$ cat src/rtl/parking_lane_arbiter.sv
// rtl/parking_lane_arbiter.sv - one barrier gate shared by a PIN-checked entry lane and an exit lane
module parking_lane_arbiter #(
  parameter int CAPACITY  = 8,
  parameter int CNT_W     = 4,
  parameter int MAX_TRIES = 3
) (
  input  logic             clk,
  input  logic             rst,
  input  logic             entry_vehicle,
  input  logic [15:0]      entry_pin,
  input  logic             entry_pin_valid,
  input  logic             exit_vehicle,
  input  logic             vehicle_passed,
  input  logic [15:0]      correct_password,
  input  logic             admin_clear,
  output logic             open_gate,
  output logic             close_gate,
  output logic             grant_entry,
  output logic             grant_exit,
  output logic [CNT_W-1:0] occupancy,
  output logic             lot_full,
  output logic             alarm_wrong_pin,
  output logic             alarm_blocked
);

  typedef enum logic [2:0] {
    S_IDLE       = 3'd0,
    S_ENTRY_PIN  = 3'd1,
    S_ENTRY_OPEN = 3'd2,
    S_EXIT_OPEN  = 3'd3,
    S_BLOCKED    = 3'd4
  } state_t;

  localparam int                FAIL_W  = $clog2(MAX_TRIES + 1);
  localparam logic [CNT_W-1:0]  CAP_V   = CNT_W'(CAPACITY);
  localparam logic [FAIL_W-1:0] TRIES_V = FAIL_W'(MAX_TRIES);

  state_t            state_q, state_d;
  logic [FAIL_W-1:0] fail_cnt_q, fail_cnt_d, fail_inc;
  logic              entry_locked_q, entry_locked_d;
  logic              last_exit_q, last_exit_d;
  logic [CNT_W-1:0]  occ_q, occ_d;
  logic              open_q, open_d;
  logic              close_q, close_d;
  logic              gnt_entry_q, gnt_entry_d;
  logic              gnt_exit_q, gnt_exit_d;
  logic              blocked_q, blocked_d;
  logic              entry_elig, exit_elig;

  // Lane eligibility: never grant a lane whose pass would wrap the occupancy counter
  assign entry_elig = entry_vehicle && !entry_locked_q && (occ_q != CAP_V);
  assign exit_elig  = exit_vehicle && (occ_q != '0);
  assign fail_inc   = fail_cnt_q + FAIL_W'(1);

  // State register plus the bookkeeping that moves with it
  always_ff @(posedge clk or posedge rst) begin
    if (rst) begin
      state_q        <= S_IDLE;
      fail_cnt_q     <= '0;
      entry_locked_q <= 1'b0;
      last_exit_q    <= 1'b1;
      occ_q          <= '0;
    end else begin
      state_q        <= state_d;
      fail_cnt_q     <= fail_cnt_d;
      entry_locked_q <= entry_locked_d;
      last_exit_q    <= last_exit_d;
      occ_q          <= occ_d;
    end
  end

  // Next-state logic; operator clear pre-empts any lane transition in that cycle
  always_comb begin
    state_d        = state_q;
    fail_cnt_d     = fail_cnt_q;
    entry_locked_d = entry_locked_q;
    last_exit_d    = last_exit_q;
    occ_d          = occ_q;
    if (admin_clear) begin
      fail_cnt_d     = '0;
      entry_locked_d = 1'b0;
      if (state_q == S_BLOCKED) state_d = S_IDLE;
    end else begin
      unique case (state_q)
        S_IDLE: begin
          if (entry_elig && (!exit_elig || last_exit_q)) state_d = S_ENTRY_PIN;
          else if (exit_elig)                            state_d = S_EXIT_OPEN;
        end
        S_ENTRY_PIN: begin
          if (!entry_vehicle) begin
            state_d = S_IDLE;
          end else if (entry_pin_valid) begin
            if (entry_pin == correct_password) begin
              state_d    = S_ENTRY_OPEN;
              fail_cnt_d = '0;
            end else begin
              fail_cnt_d = fail_inc;
              if (fail_inc == TRIES_V) begin
                entry_locked_d = 1'b1;
                state_d        = S_IDLE;
              end
            end
          end
        end
        S_ENTRY_OPEN: begin
          if (vehicle_passed) begin
            occ_d       = occ_q + CNT_W'(1);
            last_exit_d = 1'b0;
            state_d     = entry_vehicle ? S_BLOCKED : S_IDLE;
          end else if (!entry_vehicle) begin
            state_d = S_IDLE;
          end
        end
        S_EXIT_OPEN: begin
          if (vehicle_passed) begin
            occ_d       = occ_q - CNT_W'(1);
            last_exit_d = 1'b1;
            state_d     = exit_vehicle ? S_BLOCKED : S_IDLE;
          end else if (!exit_vehicle) begin
            state_d = S_IDLE;
          end
        end
        S_BLOCKED: state_d = S_BLOCKED;
        default:   state_d = S_IDLE;
      endcase
    end
  end

  // Output decode from the next state so the registered outputs line up with state_q
  always_comb begin
    open_d      = 1'b0;
    close_d     = 1'b1;
    gnt_entry_d = 1'b0;
    gnt_exit_d  = 1'b0;
    blocked_d   = 1'b0;
    case (state_d)
      S_ENTRY_PIN:  gnt_entry_d = 1'b1;
      S_ENTRY_OPEN: begin
        gnt_entry_d = 1'b1;
        open_d      = 1'b1;
        close_d     = 1'b0;
      end
      S_EXIT_OPEN: begin
        gnt_exit_d = 1'b1;
        open_d     = 1'b1;
        close_d    = 1'b0;
      end
      S_BLOCKED:    blocked_d = 1'b1;
      default:      ;
    endcase
  end

  // Output registers; reset leaves the gate driven closed
  always_ff @(posedge clk or posedge rst) begin
    if (rst) begin
      open_q      <= 1'b0;
      close_q     <= 1'b1;
      gnt_entry_q <= 1'b0;
      gnt_exit_q  <= 1'b0;
      blocked_q   <= 1'b0;
    end else begin
      open_q      <= open_d;
      close_q     <= close_d;
      gnt_entry_q <= gnt_entry_d;
      gnt_exit_q  <= gnt_exit_d;
      blocked_q   <= blocked_d;
    end
  end

  assign open_gate       = open_q;
  assign close_gate      = close_q;
  assign grant_entry     = gnt_entry_q;
  assign grant_exit      = gnt_exit_q;
  assign alarm_blocked   = blocked_q;
  assign alarm_wrong_pin = entry_locked_q;
  assign occupancy       = occ_q;
  assign lot_full        = (occ_q == CAP_V);

endmodule

$ cat config.mk
export PLATFORM = sky130hd
export DESIGN_NAME = parking_lane_arbiter
export DESIGN_NICKNAME = d
export VERILOG_FILES = /design/src/rtl/parking_lane_arbiter.sv
export SDC_FILE = /design/constraint.sdc
export NUM_CORES = 1
export LEC_CHECK = 0
export CAP_MARGIN = 20
export CORE_ASPECT_RATIO = 2
export CORE_MARGIN = 2
export CORE_UTILIZATION = 30
export DETAILED_ROUTE_END_ITERATION = 8
export HOLD_SLACK_MARGIN = 0.15
export PLACE_DENSITY = 0.68
export SLEW_MARGIN = 30
export SYNTH_ARGS = -nofsm -noshare
export SYNTH_HDL_FRONTEND = slang
export SYNTH_SLANG_ARGS = --single-unit
$ cat constraint.sdc
create_clock -name clk -period 4.5 [get_ports clk]
set_input_delay 0.9 -clock clk [delete_from_list [all_inputs] [get_ports clk]]
set_output_delay 0.9 -clock clk [all_outputs]
set_load 0.03 [all_outputs]
# Word-level counts from Yosys, hierarchy flattened
# Cells that the tools add are included.
# word_totals
register_bits,16
wordCells,85
# classes
bitwise,1
add_sub_neg,3
reduce_logical,19
eq_ne,15
n_mux,37
# ops
cell,count
3-bit 2-to-1 mux,14
16-bit equality test,1
3-bit case mux with 5 select lines,1
1-bit 2-to-1 mux,13
"3-bit by 2-bit equality test with 1-bit output, second input constant",4
2-bit 2-to-1 mux,5
2-bit nonzero test,5
4-bit 2-to-1 mux,2
4-bit case mux with 2 select lines,1
"3-bit by 1-bit equality test with 1-bit output, second input constant",2
"3-bit equality test, second input constant",2
"2-bit inequality test, second input constant",3
5-bit AND reduction,1
"4-bit by 1-bit adder with 4-bit output, second input constant",1
"4-bit equality test, second input constant",1
1-bit logical AND,4
"4-bit inequality test, second input constant",1
4-bit AND reduction,1
4-bit nonzero test,1
2-bit OR reduction,2
"4-bit by 1-bit subtractor with 4-bit output, second input constant",1
3-bit logical NOT,1
3-bit AND reduction,1
"2-bit by 1-bit adder with 2-bit output, second input constant",1
other kinds (5),6

# Depth between registers and ports, before layout
# logic_depth
word_depth,11
depth_mapped,9

# Least setup slack after synthesis
# OpenSTA, ideal clock, no wires.
# synth_timing
path_type,input-to-reg
startpoint,input port correct_password[15]
endpoint,register gnt_exit_q (netlist: grant_exit)
setup_ps,69
required_time_ps,4431
path_stages,6
n_path_buf,0
arrival_ps,2033
path_slack_ps,2398
path_cell_list,xnor2_1 > nand4_1 > nor4_4 > o221ai_2 > or2_4 > nor2_2
# synth_between
elab_chain_cells,8
# synth_rtl
element,line,rtl
start: declaration,14,"input logic [15:0] correct_password,"
16-bit equality test,93,if (entry_pin == correct_password) begin
3-bit 2-to-1 mux,93,
3-bit 2-to-1 mux,92,end else if (entry_pin_valid) begin
3-bit 2-to-1 mux,90,if (!entry_vehicle) begin
3-bit case mux with 5 select lines,84,unique case (state_q)
3-bit 2-to-1 mux,79,if (admin_clear) begin
3-bit by 2-bit equality test with 1-bit output,136,case (state_d)
1-bit 2-to-1 mux,136,
named net gnt_exit_d,46,"logic gnt_exit_q, gnt_exit_d;"
end signal: assignment,165,gnt_exit_q <= gnt_exit_d;
end: declaration,46,
# The timed path passes the listed nets, and every way through them passes these cells.
# A chain may end at the register's enable or synchronous reset.

# Worst setup path in the final report
# layout_timing
startpoint,register occ_q[1] (netlist: occupancy[1])
endpoint,output port lot_full
# layout_between
elab_chain_cells,1
# layout_rtl
element,line,rtl
start: declaration,42,"logic [CNT_W-1:0] occ_q, occ_d;"
start signal: assignment,62,occ_q <= '0;
start signal: assignment,68,occ_q <= occ_d;
4-bit equality test,177,assign lot_full = (occ_q == CAP_V);
end: declaration,21,"output logic lot_full,"
# No other way between the ends.

==> impl_metrics.yaml <==
global_routing:
  grt_max_degree: 17
  grt_pass1_wl_um: 4512
  grt_pass1_vias: 1109
  globalRouteOverflowTotal: 0
  track_usage_pct: 14.44
  antenna_found_initial: 0
sta:
  worst_pin_slew_ns: 0.6314
  slew_headroom_pct: 57.80
  fmax_ghz: 0.3686
  rsz0062_at_grt: "false"
  slew_violations: 0
  finClkSkew_ns: 0.002378
  timing.final.setup_violations: 0
  tns_ns: 0
  final.min_clock_period_ns: 2.713
  fin_crit_sh_pct: 60.30
  hold_viol_final: 0
run_status:
  status: "finished clean"
die:
  die_area_um2: 4263
  core_area_um2: 3607
  start_util_pct: 31.01
  rows: 31
  die_w_um: 47.18
  io_pins: 50
  die_h_um: 90.36
power_and_ir_drop:
  p_clk_share_pct: 16.3
  p_seq_share_pct: 32.8
  p_sw_share_pct: 39.24
  power_uw: 778.1
  p_sw_uw: 305.3
  p_leak_uw: 0.0006838
  vdd_ir_drop_max_mv: 0.1505
  p_comb_share_pct: 50.8
  p_per_area_nw_per_um2: 455.9
  power.internal_uw: 472.8
cts:
  cts_root_buf: "clkbuf_8"
  clk_pin_slew_ns: 0.06
  cts.sinks: 16
  clock_latency_ns: 0.25
  cts_buffer_depth: 2
  cts_resized: 0
  h-tree-depth: 1
  cts-buffers-inserted: 3
  cts.hold.buffers_added: 0
  cts_tree: "done"
  post-cts-setup-buffers: 0
final_layout:
  diodes: 0
  nets: 204
  layoutNonFillerInstCount: 209
  final_common_cell: "clkdlybuf4s50_1"
  layout_common_cells: "clkdlybuf4s50_1 (49), xnor2_1 (21), dfrtp_1 (14), inv_1 (9), nor2_1 (7)"
  fin_util_pct: 47.31
  design_area_um2: 1707
  drive_gt1_share_pct: 11.25
  largest_register_ffs: 4
  syn_to_final_growth_pct: 52.57
critical_path:
  worstSetupPathType: "flop to output pin"
  rrSetupSlack_ns: 2.44
  slowest_stage: "clkdlybuf4s50_1"
  worst-path-buf-inv: 1
  path_cells: "nor4b_4 -> clkdlybuf4s50_1"
  critPathMaxStageDelay_ns: 0.73
  worstSetupStartpointType: "flop"
  crit_family: "buffers and inverters"
  cp.required_ns: 3.60
  r2r-start: "state_q[1]"
  cp_max_fo: 6
  reg2reg_depth: 8
  crit_arrival_ns: 1.81
  cp-startpoint: "occupancy[1]"
  path_depth: 2
  end_kind: "output pin"
synthesis:
  synth_xor_area_share_pct: 16.44
  synthCells: 111
  yosys_warnings: 0
  synth_fa_ha_area_share_pct: 5.145
  async_flop_share_pct: 100.0
  netlist_area_um2: 1119
  synth_top_family_by_area: "simple AND/OR/NAND/NOR gates"
  synth_compound_area_share_pct: 11.41
  synth_edf_count: 0
  synth_fp_nets: 154
  synth_seq_cells: 16
  ys.flop_type: "dfrtp_1"
  synthMuxAreaShare_pct: 3.915
  seq_area_frac_synth_pct: 36.02
  ys_types: 39
  synth_area_per_cell_um2: 10.08
  synth_simple_gate_area_share_pct: 22.04
routing:
  wl_met3_um: 166
  ant_nets: 0
  avgViaCountPerCell: 4.670
  first_iter_violations: 12
  top_layer_used: "met4"
  dr_total_vias: 976
  wirelength_um: 2655
  wl_met1_um: 868
  met2_length_um: 1581
  drc: 0
  dr.pass1.iters: 2
  wire_per_inst_um: 12.70
worst_hold_path:
  hold-path-cell-count: 1
  min_path_type: "flop to flop"
  min_from: "occupancy[3]"
run:
  drv_cap: 0
placed_design:
  dp_hpwl_um: 2331
  gp_congestion: 0.8979
  placed_cell_area_um2: 1652
  portBuffers: 49
  placedCellCount: 205
## layer usage
layer	vias to the layer above	track usage, %
met1	449	12.09
met3	4	3.600
met2	43	27.28
li1	480	-
met4	0	7.407
met5	-	0
## worst paths after layout
check,end
worst max-delay path,lot_full
worst min-delay path,occupancy[3]
worst max register to register,occupancy[3]
worst min register to register,occupancy[3]
max in group asynchronous,grant_entry
min in group asynchronous,occupancy[3]
## power by group through the flow
stage / combinational (uW) / sequential (uW) / clock (uW)
after floorplan: 222 / 295 / 0
after global placement: 395 / 255 / 0
after detailed placement: 401 / 259 / 0
after CTS: 401 / 257 / 130
after global routing: 429 / 266 / 136
final: 396 / 256 / 127
## kinds of logic (layout without fill, tap and decap cells)
group,after synthesis,in the layout
compound gates,16,16
xor+xnor,21,21
fa+ha+maj,4,4
buf+inv,14,63
flops,16,16
mux,4,4
simple gates,36,36
## cell type report
cell class	count	area, um^2
Timing Repair Buffer	49	490.5
Clock buffer	4	55.05
Tap cell	49	61.31
Sequential cell	16	402.9
Fill cell	356	1901
Multi-Input combinational cell	81	659.4
Inverter	10	37.54
## synth_stat cells, types with 2 or more instances
master | n | share of area (%)
nor2_2 | 2 | 1.1
nor2_1 | 7 | 2.3
xnor2_1 | 21 | 16
inv_1 | 9 | 3.0
dfstp_2 | 2 | 4.7
ha_1 | 3 | 3.4
nand4_1 | 4 | 2.2
nand2_1 | 6 | 2.0
nand2b_1 | 2 | 1.1
dfrtp_1 | 14 | 31
mux2_1 | 3 | 3.0
nor3_1 | 3 | 1.3
buf_2 | 3 | 1.3
a21oi_1 | 6 | 2.7
nor3b_1 | 2 | 1.3
## stage by stage
step	worst slack [ns]	hold WS [ns]
4_1_cts	1.751	0.5431
2_1_floorplan	2.398	0.4871
3_3_place_gp	1.797	0.5069
6_report	1.787	0.5317
3_5_place_dp	1.734	0.5293
5_1_grt	1.714	0.5706
(Power assumes the default switching activity.)
